$ cat src/rtl/wave_copy_sequencer.sv
// wave_copy_sequencer
//   Copies a wave table from the main sample memory into the wave BRAM bank
//   (oscillator, visual and debug write ports). A single-cycle start_in
//   latches a source base, a sample count and a destination mask. The block
//   then issues one read per cycle, waits out the source RAM read latency,
//   and fans each returned sample out to the selected destinations at
//   addresses 0..W-1. It is the only writer of those BRAMs.
//
// Optional feature (macro WAVE_COPY_SUM_EN):
//   When defined, sum_out carries the 32-bit wrapping sum of the samples
//   delivered by the last completed copy. It updates together with done_out.
//   When undefined, the port and its accumulator are absent.
//
// Ports
//   clk_in        system clock
//   rst_n_in      asynchronous reset, active-low
//   start_in      copy request; accepted in every state (aborts a running copy)
//   src_base_in   first source address
//   width_in      number of samples to copy
//   dest_mask_in  destinations to write
//   src_addr_out  main memory read address
//   src_en_out    main memory read enable
//   src_data_in   main memory read data, READ_LATENCY cycles after src_en_out
//   dst_addr_out  shared destination write address
//   dst_data_out  shared destination write data
//   dst_we_out    per-destination write enable
//   busy_out      copy in progress (reading or draining)
//   done_out      one-cycle completion pulse
//   sum_out       (WAVE_COPY_SUM_EN only) sample sum of the last completed copy

module wave_copy_sequencer #(
  parameter int SAMPLE_WIDTH   = 16,
  parameter int WW_WIDTH       = 18,
  parameter int SRC_ADDR_WIDTH = 18,
  parameter int READ_LATENCY   = 2,
  parameter int NUM_DEST       = 3
) (
  input  logic                      clk_in,
  input  logic                      rst_n_in,
  input  logic                      start_in,
  input  logic [SRC_ADDR_WIDTH-1:0] src_base_in,
  input  logic [WW_WIDTH-1:0]       width_in,
  input  logic [NUM_DEST-1:0]       dest_mask_in,
  output logic [SRC_ADDR_WIDTH-1:0] src_addr_out,
  output logic                      src_en_out,
  input  logic [SAMPLE_WIDTH-1:0]   src_data_in,
  output logic [WW_WIDTH-1:0]       dst_addr_out,
  output logic [SAMPLE_WIDTH-1:0]   dst_data_out,
  output logic [NUM_DEST-1:0]       dst_we_out,
  output logic                      busy_out,
  output logic                      done_out
`ifdef WAVE_COPY_SUM_EN
  ,
  output logic [31:0]               sum_out
`endif
);

  localparam logic [1:0] ST_IDLE  = 2'd0;
  localparam logic [1:0] ST_READ  = 2'd1;
  localparam logic [1:0] ST_DRAIN = 2'd2;
  localparam logic [1:0] ST_DONE  = 2'd3;

  logic [1:0]                state_q;
  logic [1:0]                state_nxt;
  logic [SRC_ADDR_WIDTH-1:0] base_q;
  logic [WW_WIDTH-1:0]       width_q;
  logic [NUM_DEST-1:0]       mask_q;
  logic [WW_WIDTH-1:0]       rd_idx_q;
  logic [READ_LATENCY-1:0]   pipe_valid_q;
  logic [READ_LATENCY-1:0]   pipe_valid_nxt;
  logic [READ_LATENCY-1:0]   pipe_shift;
  logic [WW_WIDTH-1:0]       pipe_idx_q [READ_LATENCY];

  logic busy;
  logic issue;
  logic abort;
  logic last_read;
  logic wr_valid;

  assign busy      = (state_q == ST_READ) || (state_q == ST_DRAIN);
  assign issue     = (state_q == ST_READ);
  assign abort     = start_in && busy;
  assign last_read = (rd_idx_q == width_q - WW_WIDTH'(1));

  // Valid bits after this edge, ignoring the read that may enter stage 0.
  // When this is zero in DRAIN, the exit stage holds the final write.
  assign pipe_shift = pipe_valid_q << 1;

  // An abort kills the write that is leaving the pipeline in the same cycle,
  // so nothing from the old copy reaches the BRAMs once a restart is seen.
  assign wr_valid = pipe_valid_q[READ_LATENCY-1] && !abort;

  // Next-state logic. A start request wins in every state: from IDLE/DONE it
  // begins a copy, and from READ/DRAIN it aborts and restarts.
  always_comb begin
    state_nxt = state_q;
    if (start_in) begin
      state_nxt = (width_in != '0) ? ST_READ : ST_DONE;
    end else begin
      case (state_q)
        ST_IDLE:  state_nxt = ST_IDLE;
        ST_READ:  state_nxt = last_read ? ST_DRAIN : ST_READ;
        ST_DRAIN: state_nxt = (pipe_shift == '0) ? ST_DONE : ST_DRAIN;
        ST_DONE:  state_nxt = ST_IDLE;
        default:  state_nxt = ST_IDLE;
      endcase
    end
  end

  // The valid shift register mirrors the source RAM latency. An abort flushes it.
  always_comb begin
    pipe_valid_nxt = abort ? '0 : (pipe_shift | READ_LATENCY'(issue));
  end

  // State, copy parameters, read index and latency-matching pipeline.
  always_ff @(posedge clk_in or negedge rst_n_in) begin
    if (!rst_n_in) begin
      state_q      <= ST_IDLE;
      base_q       <= '0;
      width_q      <= '0;
      mask_q       <= '0;
      rd_idx_q     <= '0;
      pipe_valid_q <= '0;
      for (int i = 0; i < READ_LATENCY; i++) begin
        pipe_idx_q[i] <= '0;
      end
    end else begin
      state_q      <= state_nxt;
      pipe_valid_q <= pipe_valid_nxt;
      if (start_in) begin
        base_q   <= src_base_in;
        width_q  <= width_in;
        mask_q   <= dest_mask_in;
        rd_idx_q <= '0;
      end else if (issue) begin
        rd_idx_q <= rd_idx_q + WW_WIDTH'(1);
      end
      pipe_idx_q[0] <= rd_idx_q;
      for (int i = 1; i < READ_LATENCY; i++) begin
        pipe_idx_q[i] <= pipe_idx_q[i-1];
      end
    end
  end

  // Source address wraps naturally at 2^SRC_ADDR_WIDTH. Outputs are zero
  // outside their active windows, so reset clears them immediately.
  assign src_en_out   = issue;
  assign src_addr_out = issue ? (base_q + SRC_ADDR_WIDTH'(rd_idx_q)) : '0;
  assign dst_we_out   = wr_valid ? mask_q : '0;
  assign dst_addr_out = wr_valid ? pipe_idx_q[READ_LATENCY-1] : '0;
  assign dst_data_out = wr_valid ? src_data_in : '0;
  assign busy_out     = busy;
  assign done_out     = (state_q == ST_DONE);

`ifdef WAVE_COPY_SUM_EN
  logic [31:0] acc_q;
  logic [31:0] acc_nxt;
  logic [31:0] sum_q;

  // The accumulator restarts on every accepted start. This means an aborted
  // copy's partial sum is discarded and never reaches sum_out.
  always_comb begin
    acc_nxt = acc_q;
    if (start_in) begin
      acc_nxt = '0;
    end else if (wr_valid) begin
      acc_nxt = acc_q + 32'(src_data_in);
    end
  end

  // sum_out is loaded on the edge that enters DONE, so it changes with done_out.
  always_ff @(posedge clk_in or negedge rst_n_in) begin
    if (!rst_n_in) begin
      acc_q <= '0;
      sum_q <= '0;
    end else begin
      acc_q <= acc_nxt;
      if (state_nxt == ST_DONE) begin
        sum_q <= acc_nxt;
      end
    end
  end

  assign sum_out = sum_q;
`endif

endmodule
$ cat config.mk
export PLATFORM = sky130hd
export DESIGN_NAME = wave_copy_sequencer
export DESIGN_NICKNAME = d
export VERILOG_FILES = /design/src/rtl/wave_copy_sequencer.sv
export SDC_FILE = /design/constraint.sdc
export NUM_CORES = 1
export LEC_CHECK = 0
export ABC_AREA = 1
export CAP_MARGIN = 15
export CORE_ASPECT_RATIO = 1.25
export CORE_UTILIZATION = 52
export DETAILED_ROUTE_END_ITERATION = 7
export PLACE_DENSITY = 0.81
export RECOVER_POWER = 25
export SYNTH_ARGS = -nofsm -noshare
export SYNTH_HDL_FRONTEND = slang
export SYNTH_SLANG_ARGS = --single-unit
export TNS_END_PERCENT = 20
$ cat constraint.sdc
create_clock -name clk_in -period 2.6 [get_ports clk_in]
set_clock_uncertainty 0.1 [all_clocks]
set_input_delay 0.26 -clock clk_in [delete_from_list [all_inputs] [get_ports clk_in]]
set_output_delay 0.26 -clock clk_in [all_outputs]
set_load 0.02 [all_outputs]
# == After elaboration in Yosys (flattened, before gate mapping) ==
# Index checks and enable logic that the tools add are counted.
# W data, S select, Z words.
# totals
ff_bits,97
output_inout_bits,58
# classes
addsub,3
n_eq_ne,4
mux,12
bitwise,1
reduce_logical,9
# op_table
cell,count
$mux W18,4
$add A18 B1 Y18 const B,1
$add A18 B18 Y18,1
$eq A18 B18 Y1,1
$reduce_bool A18 Y1,1
$sub A18 B1 Y18 const B,1
$mux W16,1
$mux W2,4
$pmux W2 S3,1
$eq A2 B2 Y1 const B,2
$logic_not A2 Y1,2
$mux W3,1
$eq A2 B1 Y1 const B,1
$logic_and A1 B1 Y1,2
$or A2 B1 Y2,1
$reduce_bool A2 Y1,1
$reduce_or A2 Y1,1
$logic_not A1 Y1,1
$logic_or A1 B1 Y1,1
$mux W1,1

# == Longest topological paths before layout ==
# logic_depth
ltp_word,6
mapped_depth,14
ltp_nobuf,13

# == Least setup slack after synthesis ==
# Ideal clock, no wire load.
# synth_path
path_kind,reg-to-output
from,register rd_idx_q[0]
to,output src_addr_out[14]
arrival_ns,1.937
t_required_ns,2.240
setup_slack_ns,0.303
path_stages_with_launch,12
path_buffers,0
cell_sequence,dfrtp_1 > ha_1 > fa_1 > nand2_1 > nand2_1 > o21ai_1 > inv_1 > nand2_1 > a22oi_1 > nand3_1 > a21oi_1 > nor2_1
# synth_between
elab_chain_len,2
# synth_rtl
element,line,source
start: declaration,68,logic [WW_WIDTH-1:0] rd_idx_q;
start signal: assignment,136,rd_idx_q <= rd_idx_q + WW_WIDTH'(1);
$add A18 B18 Y18,148,assign src_addr_out = issue ? (base_q + SRC_ADDR_WIDTH'(rd_idx_q)) : '0;
$mux W18,148,
end: declaration,44,"output logic [SRC_ADDR_WIDTH-1:0] src_addr_out,"
# No other way between the ends.

# == Worst setup path after layout ==
# layout_path
from,register rd_idx_q[0]
to,output src_addr_out[12]
# The elaborated chain is that of the path after synthesis.

==> results by group <==
Critical path
  – CP peak stage delay: 0.43 ns
  – Worst Path Buf+Inv: 1
  – Top delay family on crit path: adder cells
  – Worst reg2reg endpoint: state_q[0]$_DFF_PN0_
  – Crit-path max FO: 3
  – Critical Path End: src_addr_out[12]
  – WP depth: 11
  – Worst Setup Start Kind: flop
  – Worst Reg-to-Reg Cells: 13
  – Slowest CP cell: dfrtp_1
  – Worst setup EP type: output pin
  – CP most frequent cell: nand2_1
  – WP data arrival: approximately 2.2 ns
  – CP startpoint: rd_idx_q[0]$_DFFE_PN0P_
  – RR Startpoint: width_q[0]$_DFFE_PN0P_
  – Crit path kind: flop to output pin
  – CP cell instances: ha_4 > fa_2 > nand2_1 > nand2_1 > o21ai_2 > o21ai_2 > nand2_1 > o21ai_1 > xnor2_1 > nor2_1 > buf_4
  – CP Data Required Time: 2.24 ns
  – R2R setup slack: ~0.36 ns

Min path
  – Path category of the worst min-delay check: flop to flop
  – HP Start: pipe_idx_q[31]$_DFF_PN0_

Final layout
  – # fillers: 843
  – Area grow syn2layout: 38.3%
  – Area of the multi-input gates: 2850 um2
  – Sequential Area: 2430 um2
  – Fin cells: about 1100
  – Diode count: 0
  – Layout cells sized above 1: ~16%
  – Fin nets: between 1000 and 1500

STA
  – Final min period: 2.58 ns
  – Final TNS setup: 0 ns
  – Max-slew violations: 27
  – RSZ-0062 raised after global routing: true
  – Fmax: 0.387 GHz
  – Fin Hold WS: 0.250 ns
  – Fin crit share: approximately 99%
  – Fin worst setup slack: 0.0184 ns
  – Slew @ Worst Pin: 1.56 ns
  – Rel. slew slack: -4.21%
  – Final Hold Viols: 0
  – Setup violations, final: 0

Route
  – 1st-iter DRT viols: 364
  – Number of detailed-route iterations in the first pass: 5
  – DR DRC count: 0
  – ANT nets after route: 0
  – Total wire length: between 15000 and 20000 um
  – Via count: 5567
  – Vias per cell: 5.21
  – Wire per inst: 15.2 um

Global route
  – Vias in the first global route: around 5500
  – Grt total ovfl: 0
  – Largest net degree at the start of global routing: 72
  – First-pass GRT wire length: 25300 um
  – Initial antenna violation count: 0
  – Gr usage total: 29.3%

Power
  – Reg power frac: 45.1%
  – Switching power: 1.06 mW
  – Pwr Density: 469 nW/um2
  – Total power: 3.62 mW
  – Combinational power share: 20.8%
  – VDD IR max: 0.000402 V
  – Int Pwr: 2.56 mW
  – Switching share of total power: 29.3%
  – Clk pwr share: 34.1%
  – Leakage power: 3.81 nW

Outcome
  – Outcome: complete, but fails checks
  – Failing checks: capacitance limit, slew limit

Floorplan
  – DIE HEIGHT: 118 um
  – # rows: 42
  – Die area: 11200 um2
  – Die X: 94.8 um
  – Initial core utilization: 53.2%
  – I/O pin total: 116
  – Total core area: 10500 um2

Synthesis
  – Seq/Total Area, Yosys: 43.4%
  – Top-area cell type share of the netlist area: 43.4%
  – Post-synth EDFFs: 0
  – Synth async-reset ratio: 100%
  – Seq cells post-synth: 97
  – Warnings from Yosys: 0
  – Syn avg cell area: 7.44 um2
  – Synth Flop Type: dfrtp_1
  – Post-synthesis instance total: ~750
  – Netlist Area Pre-Place: 5600 um2
  – Synth cell types: 41
  – Ranking of synthesized cells by area: dfrtp_1 (43%), nand2_1 (13%), inv_1 (7.0%), nor2_1 (7.0%), ha_1 (4.9%)
  – Area leader, netlist: dfrtp_1
  – Post-Synthesis Net Count: 833

Clock network
  – Maximum root-to-sink buffer count: 2
  – CTS tree: built
  – H-tree levels: 3
  – CTS Sinks: 97
  – Clk root buf: clkbuf_16
  – Clock transition at path regs: 0.07 ns
  – Worst skew pair latency: about 0.34 ns
  – Total CTS buffers: 9

Place
  – PortBufs: approximately 120
  – Dpl ws: -0.173 ns
  – Placed instance count: 1046
  – Detailed Place HPWL: between 10000 and 15000 um
  – GP Congestion: 0.923

Run
  – Max Cap Viol: 1
[placed cells by master (no fill, tap or decap), types with 15 or more instances in the layout]
cell,synthesis,layout
clkdlybuf4s50_1,0,97
nand2_1,196,194
o21ai_0,38,35
nor2_2,15,17
dfrtp_1,97,97
a21oi_1,43,37
nand3_1,29,27
nor2_1,105,103
clkbuf_1,10,15
inv_1,105,105
buf_4,2,60
[cell type report]
cell class / instances / area share, %
tap: 132 / 2.13
inverter: 113 / 5.48
multi-input combinational: 525 / 36.8
timing repair buffer: 186 / 20.7
clock buffer: 10 / 2.96
clock inverter: 5 / 0.534
sequential: 97 / 31.4
[worst reg2reg max path: stages, from the launching register on]
cell,delay (ns)
dfrtp_1,0.40
inv_2,0.13
ha_1,0.32
nand2_1,0.10
nor2_2,0.14
nand3_1,0.16
nor2_1,0.15
nand2_1,0.07
nand2_1,0.06
nand2_1,0.06
nor2_2,0.12
nand3_2,0.13
nor2_2,0.13
nor2_1,0.05
[kinds of logic after synthesis]
logic type               synth area share, %
buffers and inverters                   8.90
XOR/XNOR                                2.82
AND/OR/NAND/NOR                         29.2
AO/OA/AOI/OAI                           10.4
flip-flops                              43.4
adder cells (fa/ha/maj)                 5.28
[power groups by stage]
| stage | clock, mW | sequential (mW) | combinational [mW] |
|---|---|---|---|
| after floorplan | 0 | 1.65 | 0.374 |
| after global placement | 0 | 1.65 | 0.711 |
| after detailed placement | 0 | 1.66 | 0.725 |
| after CTS | 1.24 | 1.63 | 0.724 |
| after global routing | 1.31 | 1.64 | 0.833 |
| final | 1.24 | 1.63 | 0.755 |
[through the flow]
step	instance area (um2)	util (%)
final	7740	73.6
after detailed placement	7340	69.8
after floorplan	5600	-
after global routing	7740	73.6
after global placement	7340	69.8
after CTS	7630	72.6
[synth_stat cells (2+ instances only)]
cell / n
nor2_1: 105
inv_1: 105
o21bai_1: 4
buf_2: 2
nand2_1: 196
xor2_1: 12
dfrtp_1: 97
o21ai_0: 38
xnor2_1: 6
nor3_1: 7
nor3_2: 3
nand3_2: 3
buf_1: 3
o21ai_1: 4
o21a_1: 3
nand2_2: 3
a211oi_1: 2
nor4_1: 3
clkbuf_1: 10
a21oi_1: 43
nand3_1: 29
nor2_2: 15
ha_1: 22
buf_4: 2
o21ai_2: 4
nor2_4: 2
nand4_1: 9
inv_2: 7
[worst min-delay path by stage]
stage	end	slack [ns]	depth (start not counted)
after floorplan	base_q[0]$_DFFE_PN0P_	-0.14	0
after global routing	pipe_idx_q[12]$_DFF_PN0_	0.25	0
after detailed placement	base_q[5]$_DFFE_PN0P_	0.10	1
after global placement	base_q[5]$_DFFE_PN0P_	0.09	1
final	pipe_idx_q[13]$_DFF_PN0_	0.25	0
after CTS	pipe_idx_q[7]$_DFF_PN0_	0.25	0
[per-layer routing]
layer | wire length, um | part of all wire, % | up-vias | global-route usage, %
li1 | - | - | 2710 | -
met3 | 852 | 5.2 | 46 | 5.10
met1 | 6440 | 40 | 2616 | 34.1
met2 | 8370 | 51 | 195 | 51.8
met5 | 0 | 0 | - | 0
met4 | 615 | 3.8 | 0 | 12.8
[repair_timing]
item	4_1_cts	5_1_grt
endpoints found under the setup margin	16	17
setup buffers	0	6
hold buffers	1	0
hold endpoints to repair	26	0
pin swaps	1	5
cloned	0	0
resized for setup	61	32
[sequential cells by signal, indices dropped and copies added (netlist names)]
| register | flops |
|---|---|
| base_q | 18 |
| mask_q | 3 |
| pipe_idx_q | 36 |
| pipe_valid_q | 2 |
| rd_idx_q | 18 |
| state_q | 2 |
| width_q | 18 |
Power figures use the tool's default switching activity.
